[config.mk]
export PLATFORM = sky130hd
export DESIGN_NAME = game_round_ctrl
export DESIGN_NICKNAME = d
export VERILOG_FILES = /design/src/rtl/game_round_ctrl.sv
export SDC_FILE = /design/constraint.sdc
export NUM_CORES = 1
export LEC_CHECK = 0
export ABC_AREA = 1
export CORE_MARGIN = 5
export CORE_UTILIZATION = 51
export DETAILED_ROUTE_END_ITERATION = 8
export HOLD_SLACK_MARGIN = 0.15
export PLACE_DENSITY_LB_ADDON = 0.15
export SLEW_MARGIN = 20
export SYNTH_ARGS = -nofsm -noshare
export SYNTH_HDL_FRONTEND = slang
export SYNTH_SLANG_ARGS = --single-unit
[constraint.sdc]
create_clock -name clk -period 2.9 [get_ports clk]
set_input_delay 0.58 -clock clk [delete_from_list [all_inputs] [get_ports clk]]
set_output_delay 0.58 -clock clk [all_outputs]
set_load 0.02 [all_outputs]
[src/rtl/game_round_ctrl.sv]
// Memory-game round sequencer: game FSM, user-counter control, sequence display stepping, win/lose.
// Optional GAME_TIMEOUT_EN adds a WAIT-state inactivity timer of TIMEOUT cycles.
module game_round_ctrl #(
  parameter int TIMEOUT = 8
) (
  input  logic       clk,
  input  logic       R,
  input  logic       start,
  input  logic       enter,
  input  logic       match,
  input  logic [3:0] level,
  input  logic       tc_user,
  output logic       R_user,
  output logic       E_user,
  output logic [3:0] data_user,
  output logic       E_seq,
  output logic [3:0] disp_idx,
  output logic [3:0] round,
  output logic       busy,
  output logic       win,
  output logic       lose
);

  typedef enum logic [2:0] {
    S_IDLE, S_SETUP, S_SHOW, S_WAIT, S_CHECK, S_NEXT, S_WIN, S_LOSE
  } state_t;

  state_t     r_state, w_state_nxt;
  logic [3:0] r_round, w_round_nxt;
  logic [3:0] r_disp_idx, w_disp_nxt;
  logic [3:0] r_last, w_last_nxt;
  logic       r_win, w_win_nxt;
  logic       r_lose, w_lose_nxt;
  logic       w_timeout;

`ifdef GAME_TIMEOUT_EN
  logic [7:0] r_timer;

  // Timer only runs in WAIT, so every entry into WAIT starts it from zero.
  always_ff @(posedge clk) begin
    if (R) begin
      r_timer <= 8'd0;
    end else if (r_state == S_WAIT) begin
      r_timer <= r_timer + 8'd1;
    end else begin
      r_timer <= 8'd0;
    end
  end

  assign w_timeout = (r_timer == 8'(TIMEOUT - 1));
`else
  assign w_timeout = 1'b0;
`endif

  always_ff @(posedge clk) begin
    if (R) begin
      r_state    <= S_IDLE;
      r_round    <= 4'd0;
      r_disp_idx <= 4'd0;
      r_last     <= 4'd0;
      r_win      <= 1'b0;
      r_lose     <= 1'b0;
    end else begin
      r_state    <= w_state_nxt;
      r_round    <= w_round_nxt;
      r_disp_idx <= w_disp_nxt;
      r_last     <= w_last_nxt;
      r_win      <= w_win_nxt;
      r_lose     <= w_lose_nxt;
    end
  end

  always_comb begin
    w_state_nxt = r_state;
    w_round_nxt = r_round;
    w_disp_nxt  = r_disp_idx;
    w_last_nxt  = r_last;
    w_win_nxt   = r_win;
    w_lose_nxt  = r_lose;
    case (r_state)
      // Game bookkeeping is cleared on the way into SETUP so SETUP already shows a fresh game.
      S_IDLE, S_WIN, S_LOSE: begin
        if (start) begin
          w_state_nxt = S_SETUP;
          w_round_nxt = 4'd0;
          w_disp_nxt  = 4'd0;
          w_win_nxt   = 1'b0;
          w_lose_nxt  = 1'b0;
        end
      end
      S_SETUP: begin
        w_last_nxt  = level;
        w_state_nxt = S_SHOW;
      end
      S_SHOW: begin
        if (r_disp_idx == r_round) begin
          w_state_nxt = S_WAIT;
          w_disp_nxt  = 4'd0;
        end else begin
          w_disp_nxt  = r_disp_idx + 4'd1;
        end
      end
      S_WAIT: begin
        if (enter) begin
          if (match) begin
            w_state_nxt = S_CHECK;
          end else begin
            w_state_nxt = S_LOSE;
            w_lose_nxt  = 1'b1;
          end
        end else if (w_timeout) begin
          w_state_nxt = S_LOSE;
          w_lose_nxt  = 1'b1;
        end
      end
      S_CHECK: begin
        w_state_nxt = tc_user ? S_NEXT : S_WAIT;
      end
      S_NEXT: begin
        if (r_round == r_last) begin
          w_state_nxt = S_WIN;
          w_win_nxt   = 1'b1;
        end else begin
          w_state_nxt = S_SHOW;
          w_round_nxt = r_round + 4'd1;
        end
      end
      default: w_state_nxt = S_IDLE;
    endcase
  end

  // The final NEXT does not clear the user counter; the round is over, not restarting.
  assign R_user    = (r_state == S_SETUP) || ((r_state == S_NEXT) && (r_round != r_last));
  assign E_user    = (r_state == S_WAIT) && enter && match;
  assign E_seq     = (r_state == S_SHOW);
  assign busy      = !((r_state == S_IDLE) || (r_state == S_WIN) || (r_state == S_LOSE));
  assign data_user = r_round;
  assign disp_idx  = r_disp_idx;
  assign round     = r_round;
  assign win       = r_win;
  assign lose      = r_lose;

endmodule

=== Yosys cells after proc, flatten, opt, wreduce, memory -nomap -nowiden ===
Cells that the tools add are included.

* Bits in registers: 17
* Output and inout bits: 18
* Logic and storage cells: 59

* Add/subtract/negate cells: 2
* Equal/unequal tests: 16
* Muxes and demuxes: 18
* Reductions and logical operators: 17

{| class="wikitable"
|+ Operator list
! cell !! number
|-
| 3-bit case mux with 6 select lines || 1
|-
| 4-bit case mux with 2 select lines || 2
|-
| 3-bit 2-to-1 mux || 5
|-
| 3-bit equality test, second input constant || 4
|-
| 4-bit 2-to-1 mux || 3
|-
| 2-bit != test, second input constant || 5
|-
| 3-bit AND reduction || 3
|-
| 4-bit by 1-bit adder with 4-bit output, second input constant || 2
|-
| 4-bit equality test || 2
|-
| 3-bit by 2-bit equality test with 1-bit output, second input constant || 2
|-
| 2-bit nonzero test || 3
|-
| 1-bit 2-to-1 mux || 4
|-
| 4-bit != test || 1
|-
| 1-bit case mux with 2 select lines || 2
|-
| 4-bit AND reduction || 1
|-
| 3-bit by 1-bit equality test with 1-bit output, second input constant || 1
|-
| 1-bit logical AND || 3
|-
| 3-bit logical NOT || 1
|-
| 1-bit logical OR || 3
|-
| 3-bit OR reduction || 1
|-
| 2-bit 2-to-1 mux || 1
|-
| 2-bit by 1-bit != test with 1-bit output, second input constant || 1
|-
| 2-bit AND reduction || 1
|-
| 1-bit logical NOT || 1
|}

=== Logic depth before layout (Yosys ltp) ===
Gate-level depths: netlist of run 1.

* Depth after elaboration: 4
* Gate-level depth with buffers: 10

=== Worst setup path before layout of run 1 ===
OpenSTA, ideal clock, no wires.

* Path type: reg-to-output
* From: register r_round[1] (netlist: data_user[1])
* To: output port R_user
* Data arrival time: 1.145 ns
* Required time: 2.320 ns
* Path slack: 1.175 ns
* Cell stages (with the launch flop): 8
* Buffers on the path: 0
* Cell sequence: dfxtp_1 -> inv_2 -> nand2_1 -> nand2_1 -> nor2_1 -> nand2_2 -> nand2_4 -> nand2_1

* Longest elaborated chain between the ends: 3

{| class="wikitable"
|+ RTL lines
! element !! RTL line !! RTL
|-
| start: declaration || 29 || <nowiki>logic [3:0] r_round, w_round_nxt;</nowiki>
|-
| start signal: assignment || 65 || <nowiki>r_round <= w_round_nxt;</nowiki>
|-
| 4-bit != test || 133 || <nowiki>assign R_user = (r_state == S_SETUP) || ((r_state == S_NEXT) && (r_round != r_last));</nowiki>
|-
| 1-bit logical AND || 133 ||
|-
| 1-bit logical OR || 133 ||
|-
| end: declaration || 13 || <nowiki>output logic R_user,</nowiki>
|}

No other way between the ends.

=== Worst setup path after layout of run 1 ===
* From: register r_round[0] (netlist: data_user[0])
* To: output port R_user

Same word-level chain as after synthesis.

==> results.sh, run 1 <==
export IMPL_drtPass1Iterations=4
export IMPL_fin_tns_setup_ps=0
export IMPL_numCtsBuffers=3
export IMPL_drtIter0Drc=8
export IMPL_cp_cell_sequence="xor2_1 -> nor2_1 -> nand2_2 -> nand2_4 -> nand2_1 -> clkdlybuf4s50_1"
export IMPL_cp_max_fo=9
export IMPL_synth_seq_area_share=0.3250
export IMPL_pwr_share_clk=0.178
export IMPL_insertion_delay_ps=300
export IMPL_grt_antenna_before_repair=0
export IMPL_synth_distinct_cells=19
export IMPL_p_comb_frac=0.424
export IMPL_synth_most_common_cell="nand2_1"
export IMPL_portBuffers=27
export IMPL_hold_class="flip-flop to flip-flop"
export IMPL_cts_setup_buffers=0
export IMPL_antenna_left=0
export IMPL_p_leak_uw=0.0005942
export IMPL_core_area_um2=1962
export IMPL_fin_cells=212
export IMPL_viasPerCell=4.788
export IMPL_hold_slack_ps=456.8
export IMPL_cts_resized=0
export IMPL_synth_net_count=173
export IMPL_gp_congestion=0.8494
export IMPL_power_internal_uw=442.8
export IMPL_wire_per_inst_um=11.07
export IMPL_vias=1015
export IMPL_grt_overflow=0
export IMPL_initial_core_util=0.5338
export IMPL_rsz0062_at_grt="false"
export IMPL_setup_worst_path_start_class="flip-flop"
export IMPL_syn_avg_cell_area_um2=6.505
export IMPL_p_per_area_nw_per_um2=569.1
export IMPL_synth_edf_count=0
export IMPL_critPathSlowestCell="clkdlybuf4s50_1"
export IMPL_routed_wirelength_um=2347
export IMPL_synth_ff_type="dfxtp_1"
export IMPL_arrival_ps=1950
export IMPL_dieArea_um2=3060
export IMPL_synthTopCellsByArea="dfxtp_1 32%, nand2_1 16%, a21oi_1 8.6%"
export IMPL_drc=0
export IMPL_required_ps=2320
export IMPL_netlist_area_um2=1047
export IMPL_synth_top_area_share=0.3250
export IMPL_cap_violations=0
export IMPL_p_sw_frac=0.4118
export IMPL_diodes=0
export IMPL_async_reset_ff_frac=0
export IMPL_die_h_um=55.32
export IMPL_hpwl_um=1835
export IMPL_p_seq_frac=0.398
export IMPL_rows=16
export IMPL_grt_first_pass_wirelength_um=4002
export IMPL_htreeDepth=1
export IMPL_worst_pin_slew_ps=355.6
export IMPL_dpl_cell_count=208
export IMPL_ir_worst_vdd_mv=0.3822
export IMPL_total_power_uw=752.7
export IMPL_synthCells=161
export IMPL_drive_gt1_frac=0.07568
export IMPL_root_buffer="clkbuf_4"
export IMPL_grt_usage=0.1619
export IMPL_syn_to_final_growth_pct=26.28
export IMPL_finalSetupViolations=0
export IMPL_cts_tree="built"
export IMPL_path_clk_slew_ps=110
export IMPL_layout_nets=198
export IMPL_outcome="completed"
export IMPL_yosysWarnings=0
export IMPL_grt_max_degree=11
export IMPL_finClkSkew_ps=5.689
export IMPL_endpoint_kind="output port"
export IMPL_p_sw_uw=309.9
export IMPL_relSlewSlack=0.7622
export IMPL_io_pins=28
export IMPL_ctsHoldBuffers=0
export IMPL_hold_viol_final=0
export IMPL_ys_seq_elements=17
export IMPL_grt_pass1_vias=927
export IMPL_cts_max_path_buffers=2
export IMPL_place_ws_ps=430.5
export IMPL_fin_crit_ps=2527
export IMPL_synth_area_leader_cell="dfxtp_1"
export IMPL_layout_setup_ws_ps=373.1
export IMPL_critPathMaxStageDelay_ps=600
export IMPL_die_w_um=55.32
export IMPL_path_class="flip-flop to output port"
export IMPL_clkSinkCount=17
export IMPL_fin_crit_sh=0.8714
export IMPL_clock_fmax_mhz=395.7
export IMPL_synthTopCellsByCount="44 x nand2_1, 22 x inv_1, 18 x a21oi_1, 17 x dfxtp_1, 14 x nand3_1"
export IMPL_finalMaxSlewViolations=0
-- path summary, 6_finish.rpt --
| kind | from | cells past startpoint | end | slack, ps |
|---|---|---|---|---|
| worst min-delay path | win$_SDFFE_PP0P_ | 2 | win$_SDFFE_PP0P_ | 460 |
| worst max-delay path | data_user[0]$_SDFFE_PP0P_ | 6 | R_user | 370 |
| worst min register to register | win$_SDFFE_PP0P_ | 2 | win$_SDFFE_PP0P_ | 460 |
| worst max register to register | r_state[0]$_SDFFE_PP0P_ | 6 | disp_idx[3]$_SDFFE_PP0P_ | 1500 |
-- sequential cells by signal, indices dropped and copies added, names as in the netlist --
register / cells
data_user: 4
disp_idx: 4
r_last: 4
r_state: 3
lose: 1
win: 1
-- power by group through the flow --
| stage | combinational (µW) | sequential (µW) | clock [µW] |
|---|---|---|---|
| after floorplan | 226 | 302 | 0 |
| after global placement | 313 | 303 | 0 |
| after detailed placement | 319 | 304 | 0 |
| after CTS | 321 | 299 | 139 |
| after global routing | 360 | 304 | 147 |
| final | 319 | 300 | 134 |
-- cells in the final DEF (no fill, tap or decap) --
master / Yosys / final
a21o_1: 1 / 1
a21oi_1: 18 / 18
clkbuf_4: 0 / 3
clkdlybuf4s50_1: 0 / 27
clkinv_1: 1 / 1
clkinv_2: 0 / 1
dfxtp_1: 17 / 17
ha_1: 2 / 2
inv_1: 22 / 22
inv_2: 3 / 3
nand2_1: 44 / 44
nand2_2: 5 / 5
nand2_4: 1 / 1
nand3_1: 14 / 14
nand3b_1: 2 / 2
nor2_1: 9 / 9
nor2_4: 1 / 1
nor3_1: 2 / 2
o21ai_0: 6 / 6
xor2_1: 6 / 6
-- routing by layer --
layer  global-route usage  part of all wire  vias to the layer above
met5                    0                 0                        -
met3              0.03030             0.033                        6
met1               0.1960              0.45                      444
met4               0.1042             0.031                        0
met2               0.2601              0.48                       20
li1                     -                 -                      545
-- cells by family (layout without fill, tap and decap cells) --
group	count (synthesis)	after routing	share of synthesized area
buf+inv	33	57	0.1469
fa+ha+maj	2	2	0.02389
flops	17	17	0.3250
compound gates	25	25	0.1219
xor+xnor	6	6	0.05018
simple gates	78	78	0.3321
-- critical path: cells and delay by family (launching register included) --
kind                      cells  cell delay, ps
DFF                           1             530
xor gates and xnor gates      1             180
and+or+nand+nor               4             340
buffers and inverters         1             600
-- stage by stage --
step	area [µm²]	utilization
after floorplan	1047	-
after detailed placement	1295	0.6601
final	1323	0.6741
after global placement	1295	0.6601
after global routing	1323	0.6741
after CTS	1323	0.6741
-- area by class of cell --
cell class	count	area (µm²)
fill	186	639.4
inverter	26	97.59
sequential	17	340.3
tap	27	33.78
multi-input combinational	111	553.0
clock buffer	3	22.52
clock inverter	1	5.005
timing repair buffer	27	270.3
Power figures use the tool's default switching activity.
==> run 2: changes to the inputs <==
- SETUP_SLACK_MARGIN: not set -> 0.4
==> run 2 against run 1 <==
- worst setup slack improved by 200 ps
- register-to-register slack about the same
- highest routed layer unchanged
- largest power group unchanged
- first-iteration DRC count unchanged
- via count is 0.69% higher
==> results.sh, run 2 (synthesis results as in run 1) <==
export IMPL_outcome="completed"
export IMPL_drive_gt1_frac=0.09730
export IMPL_cts_setup_buffers=0
export IMPL_path_clk_slew_ps=110
export IMPL_rsz0062_at_grt="false"
export IMPL_arrival_ps=1750
export IMPL_finClkSkew_ps=3.824
export IMPL_cts_tree="built"
export IMPL_htreeDepth=1
export IMPL_clkSinkCount=17
export IMPL_wire_per_inst_um=11.15
export IMPL_nFillCells=185
export IMPL_fin_crit_ps=2331
export IMPL_worst_pin_slew_ps=355.5
export IMPL_setup_worst_path_start_class="flip-flop"
export IMPL_diodes=0
export IMPL_relSlewSlack=0.7622
export IMPL_ir_worst_vdd_mv=0.3826
export IMPL_mostFrequentLayoutCell="nand2_1"
export IMPL_hold_slack_ps=456.7
export IMPL_endpoint_kind="output port"
export IMPL_placed_cell_area_um2=1295
export IMPL_grt_usage=0.1624
export IMPL_hpwl_um=1835
export IMPL_layout_nets=198
export IMPL_p_per_area_nw_per_um2=565.1
export IMPL_finalMaxSlewViolations=0
export IMPL_place_ws_ps=430.5
export IMPL_clock_fmax_mhz=428.9
export IMPL_routed_wirelength_um=2364
export IMPL_rows=16
export IMPL_core_area_um2=1962
export IMPL_required_ps=2320
export IMPL_numCtsBuffers=3
export IMPL_drtIter0Drc=8
export IMPL_r2r_cells=6
export IMPL_die_w_um=55.32
export IMPL_grt_pass1_vias=935
export IMPL_path_class="flip-flop to output port"
export IMPL_initial_core_util=0.5338
export IMPL_grt_overflow=0
export IMPL_drtPass1Iterations=4
export IMPL_io_pins=28
export IMPL_cap_violations=0
export IMPL_layout_setup_ws_ps=568.6
export IMPL_viasPerCell=4.821
export IMPL_antenna_left=0
export IMPL_fin_tns_setup_ps=0
export IMPL_insertion_delay_ps=300
export IMPL_die_h_um=55.32
export IMPL_fin_crit_sh=0.8039
export IMPL_hold_viol_final=0
export IMPL_hold_class="flip-flop to flip-flop"
export IMPL_final_area_um2=1333
export IMPL_vias=1022
export IMPL_grt_first_pass_wirelength_um=4008
export IMPL_grt_max_degree=11
export IMPL_grt_antenna_before_repair=0
export IMPL_syn_to_final_growth_pct=27.24
export IMPL_portBuffers=27
export IMPL_cp_max_fo=7
export IMPL_finalSetupViolations=0
export IMPL_root_buffer="clkbuf_4"
export IMPL_drc=0
export IMPL_layout_common_cells="44 x nand2_1, 25 x clkdlybuf4s50_1, 22 x inv_1"
export IMPL_utilization=0.6792
export IMPL_dieArea_um2=3060
export IMPL_min_path_cells=2
export IMPL_cts_max_path_buffers=2
export IMPL_p_leak_uw=0.0006290
export IMPL_gp_congestion=0.8494
[run 2: cell types whose count changed in the layout (fill, tap and decap cells not counted), sizes merged]
cell	before	now
dlymetal6s2s	0	2
clkdlybuf4s50	27	25
[run 2: report_power, final]
part | total (µW) | leakage, µW | switching [µW] | internal, µW
registers | 300 | 0.000140 | 34.8 | 266
logic | 319 | 0.000471 | 193 | 125
clock network | 134 | 0.0000177 | 82.6 | 51.5
[run 2: metrics by stage]
| stage | power [µW] | cells |
|---|---|---|
| global route | 810.5 | 212 |
| global placement | 616.2 | 208 |
| floorplan | 527.4 | 161 |
| finish | 753.1 | 212 |
| CTS | 757.9 | 212 |
| detailed placement | 623.1 | 208 |
[run 2: worst paths after layout]
kind,slack (ps),from,end
hold reg to reg,460,win$_SDFFE_PP0P_,win$_SDFFE_PP0P_
hold / removal,460,win$_SDFFE_PP0P_,win$_SDFFE_PP0P_
setup / recovery,570,r_state[1]$_SDFFE_PP0P_,E_seq
setup reg to reg,1500,r_state[0]$_SDFFE_PP0P_,disp_idx[3]$_SDFFE_PP0P_
[run 2: final cells by class]
cell class | count | area [µm²] | area share
Sequential cell | 17 | 345.3 | 0.2592
Clock buffer | 3 | 22.52 | 0.01690
Clock inverter | 1 | 5.005 | 0.003756
Timing Repair Buffer | 27 | 275.3 | 0.2066
Inverter | 26 | 97.59 | 0.07324
Multi-Input combinational cell | 111 | 553.0 | 0.4150
Tap cell | 27 | 33.78 | 0.02535
[run 2: metal layers]
layer,GRT usage,up-vias,part of all wire
met1,0.1960,448,0.45
li1,-,544,-
met4,0.1181,0,0.039
met3,0.02797,8,0.030
met2,0.2568,22,0.48
met5,0,-,0
[run 2: critical path: stages (launching register included)]
cell and delay [ps]:
dfxtp_1 480, nand3_1 140, inv_1 190, clkdlybuf4s50_1 640
[run 2: timing repair]
action | CTS | global route
hold buffers | 0 | 0
resized for setup | 3 | 3
setup endpoints to repair | 1 | 2
pin swaps | 0 | 0
==> run 3: changes to the inputs <==
- CORE_UTILIZATION: 51 -> 43
- clock period: 2.9 -> 2.1 ns (I/O delays scaled with it)
==> run 3 against run 2 <==
- register-to-register slack got worse by 810 ps
- via count up 8.8%
- global-route usage is 0.62 points lower
- sequential power is 38% higher
- critical path depth up 3
- sequential cell count did not move
- routed wire length grew 9.6%
- largest cell class unchanged
- critical endpoint is now R_user
- sequential share of layout area down 1.3 points
- non-clock buffer count up 14
- power increased by 51%
- worst setup slack got worse by 180 ps
- first-iteration DRC count rose to 4.4 times the previous value
==> results.sh, run 3 (synthesis results as in run 1) <==
export IMPL_outcome="completed"
export IMPL_insertion_delay_ps=290
export IMPL_p_seq_frac=0.366
export IMPL_cp_cell_sequence="xor2_1 -> nor2_2 -> nand2_2 -> nand2_4 -> nand2_2 -> buf_6"
export IMPL_hold_viol_final=0
export IMPL_die_w_um=59.35
export IMPL_p_leak_uw=0.0007798
export IMPL_power_internal_uw=672.5
export IMPL_die_h_um=59.35
export IMPL_drtIter0Drc=35
export IMPL_dieArea_um2=3522
export IMPL_rows=17
export IMPL_grt_usage=0.1562
export IMPL_cts_max_path_buffers=2
export IMPL_required_ps=1680
export IMPL_portBuffers=27
export IMPL_critPathSlowestCell="dfxtp_1"
export IMPL_fin_cells=227
export IMPL_drc=0
export IMPL_place_ws_ps=-62.34
export IMPL_path_class="flip-flop to output port"
export IMPL_crit_path_frequent_cell="nand2_2"
export IMPL_drtPass1Iterations=4
export IMPL_gp_congestion=0.9175
export IMPL_dpl_cell_count=218
export IMPL_clock_fmax_mhz=583.9
export IMPL_clkSinkCount=17
export IMPL_viasPerCell=4.899
export IMPL_p_comb_frac=0.473
export IMPL_fin_crit_sh=0.8155
export IMPL_cts_tree="built"
export IMPL_final_area_um2=1439
export IMPL_ir_worst_vdd_mv=0.4630
export IMPL_p_sw_uw=460.9
export IMPL_placed_cell_area_um2=1364
export IMPL_htreeDepth=1
export IMPL_grt_first_pass_wirelength_um=4319
export IMPL_finalMaxSlewViolations=0
export IMPL_grt_pass1_vias=1031
export IMPL_p_sw_frac=0.4066
export IMPL_fin_crit_ps=1713
export IMPL_ctsHoldBuffers=0
export IMPL_drive_gt1_frac=0.2312
export IMPL_mostFrequentLayoutCell="nand2_1"
export IMPL_hpwl_um=1904
export IMPL_core_area_um2=2276
export IMPL_layout_nets=212
export IMPL_grt_max_degree=11
export IMPL_layout_setup_ws_ps=387.5
export IMPL_finalSetupViolations=0
export IMPL_diodes=0
export IMPL_layout_common_cells="43 x nand2_1, 19 x inv_1, 18 x a21oi_1"
export IMPL_endpoint_kind="output port"
export IMPL_critPathMaxStageDelay_ps=340
export IMPL_root_buffer="clkbuf_4"
export IMPL_worst_pin_slew_ps=311.9
export IMPL_cp_max_fo=3
export IMPL_routed_wirelength_um=2591
export IMPL_vias=1112
export IMPL_rsz0062_at_grt="true"
export IMPL_setup_worst_path_start_class="flip-flop"
export IMPL_numCtsBuffers=3
export IMPL_wire_per_inst_um=11.41
export IMPL_arrival_ps=1290
export IMPL_antenna_left=0
export IMPL_cap_violations=0
export IMPL_ff2ff_setup_slack_ps=690
export IMPL_p_per_area_nw_per_um2=787.7
export IMPL_syn_to_final_growth_pct=37.40
export IMPL_hold_class="flip-flop to flip-flop"
export IMPL_fin_tns_setup_ps=0
export IMPL_pwr_share_clk=0.161
export IMPL_relSlewSlack=0.7921
export IMPL_grt_antenna_before_repair=0
export IMPL_io_pins=28
export IMPL_grt_overflow=0
export IMPL_path_clk_slew_ps=110
export IMPL_finClkSkew_ps=2.374
export IMPL_initial_core_util=0.4601
run 3: path summary, 6_finish.rpt:
path	from	to	cells after the start
setup / recovery	data_user[0]$_SDFFE_PP0P_	R_user	6
hold / removal	r_last[3]$_SDFFE_PP0P_	r_last[3]$_SDFFE_PP0P_	2
setup reg to reg	data_user[2]$_SDFFE_PP0P_	r_state[0]$_SDFFE_PP0P_	9
hold reg to reg	r_last[3]$_SDFFE_PP0P_	r_last[3]$_SDFFE_PP0P_	2
run 3: worst max-delay path, delay by kind of cell, from the launching register on:
kind	cells	cell delay, ps
buffers and inverters	1	120
XOR/XNOR	1	170
flip-flops	1	340
AND/OR/NAND/NOR	4	370
run 3: routing by layer:
layer | vias to the layer above | global-route usage | wire, µm
met2 | 40 | 0.2559 | 1233
met4 | 0 | 0.05502 | 40
met3 | 6 | 0.03050 | 189
met1 | 493 | 0.2018 | 1127
li1 | 573 | - | -
met5 | - | 0 | 0
run 3: power groups by stage:
stage / Sequential (µW) / Clock, µW / Combinational (µW)
2_1_floorplan: 416 / 0 / 312
4_1_cts: 409 / 188 / 492
6_report: 415 / 183 / 536
3_5_place_dp: 415 / 0 / 469
3_3_place_gp: 414 / 0 / 462
5_1_grt: 423 / 208 / 593
run 3: area by class of cell:
class	count	area (µm²)
clock buffer	3	22.52
clock inverter	1	5.005
fill	226	837.1
inverter	26	97.59
multi-input combinational	111	565.5
sequential	17	354.1
tap	28	35.03
timing repair buffer	41	359.1
run 3: per-stage QoR:
stage                     utilization  power, µW  hold slack, ps
after global placement         0.5992      876.0           439.8
after detailed placement       0.5992      884.3           443.5
after CTS                      0.6141       1089           464.3
after global routing           0.6322       1223           486.0
after floorplan                     -      728.3           434.9
final                          0.6322       1133           454.0
run 3: what timing repair did:
| item | 4_1_cts | 5_1_grt |
|---|---|---|
| buffers inserted | 2 | 3 |
| pin swaps | 2 | 5 |
| setup endpoints to repair | 16 | 5 |
| gates resized for setup | 34 | 18 |
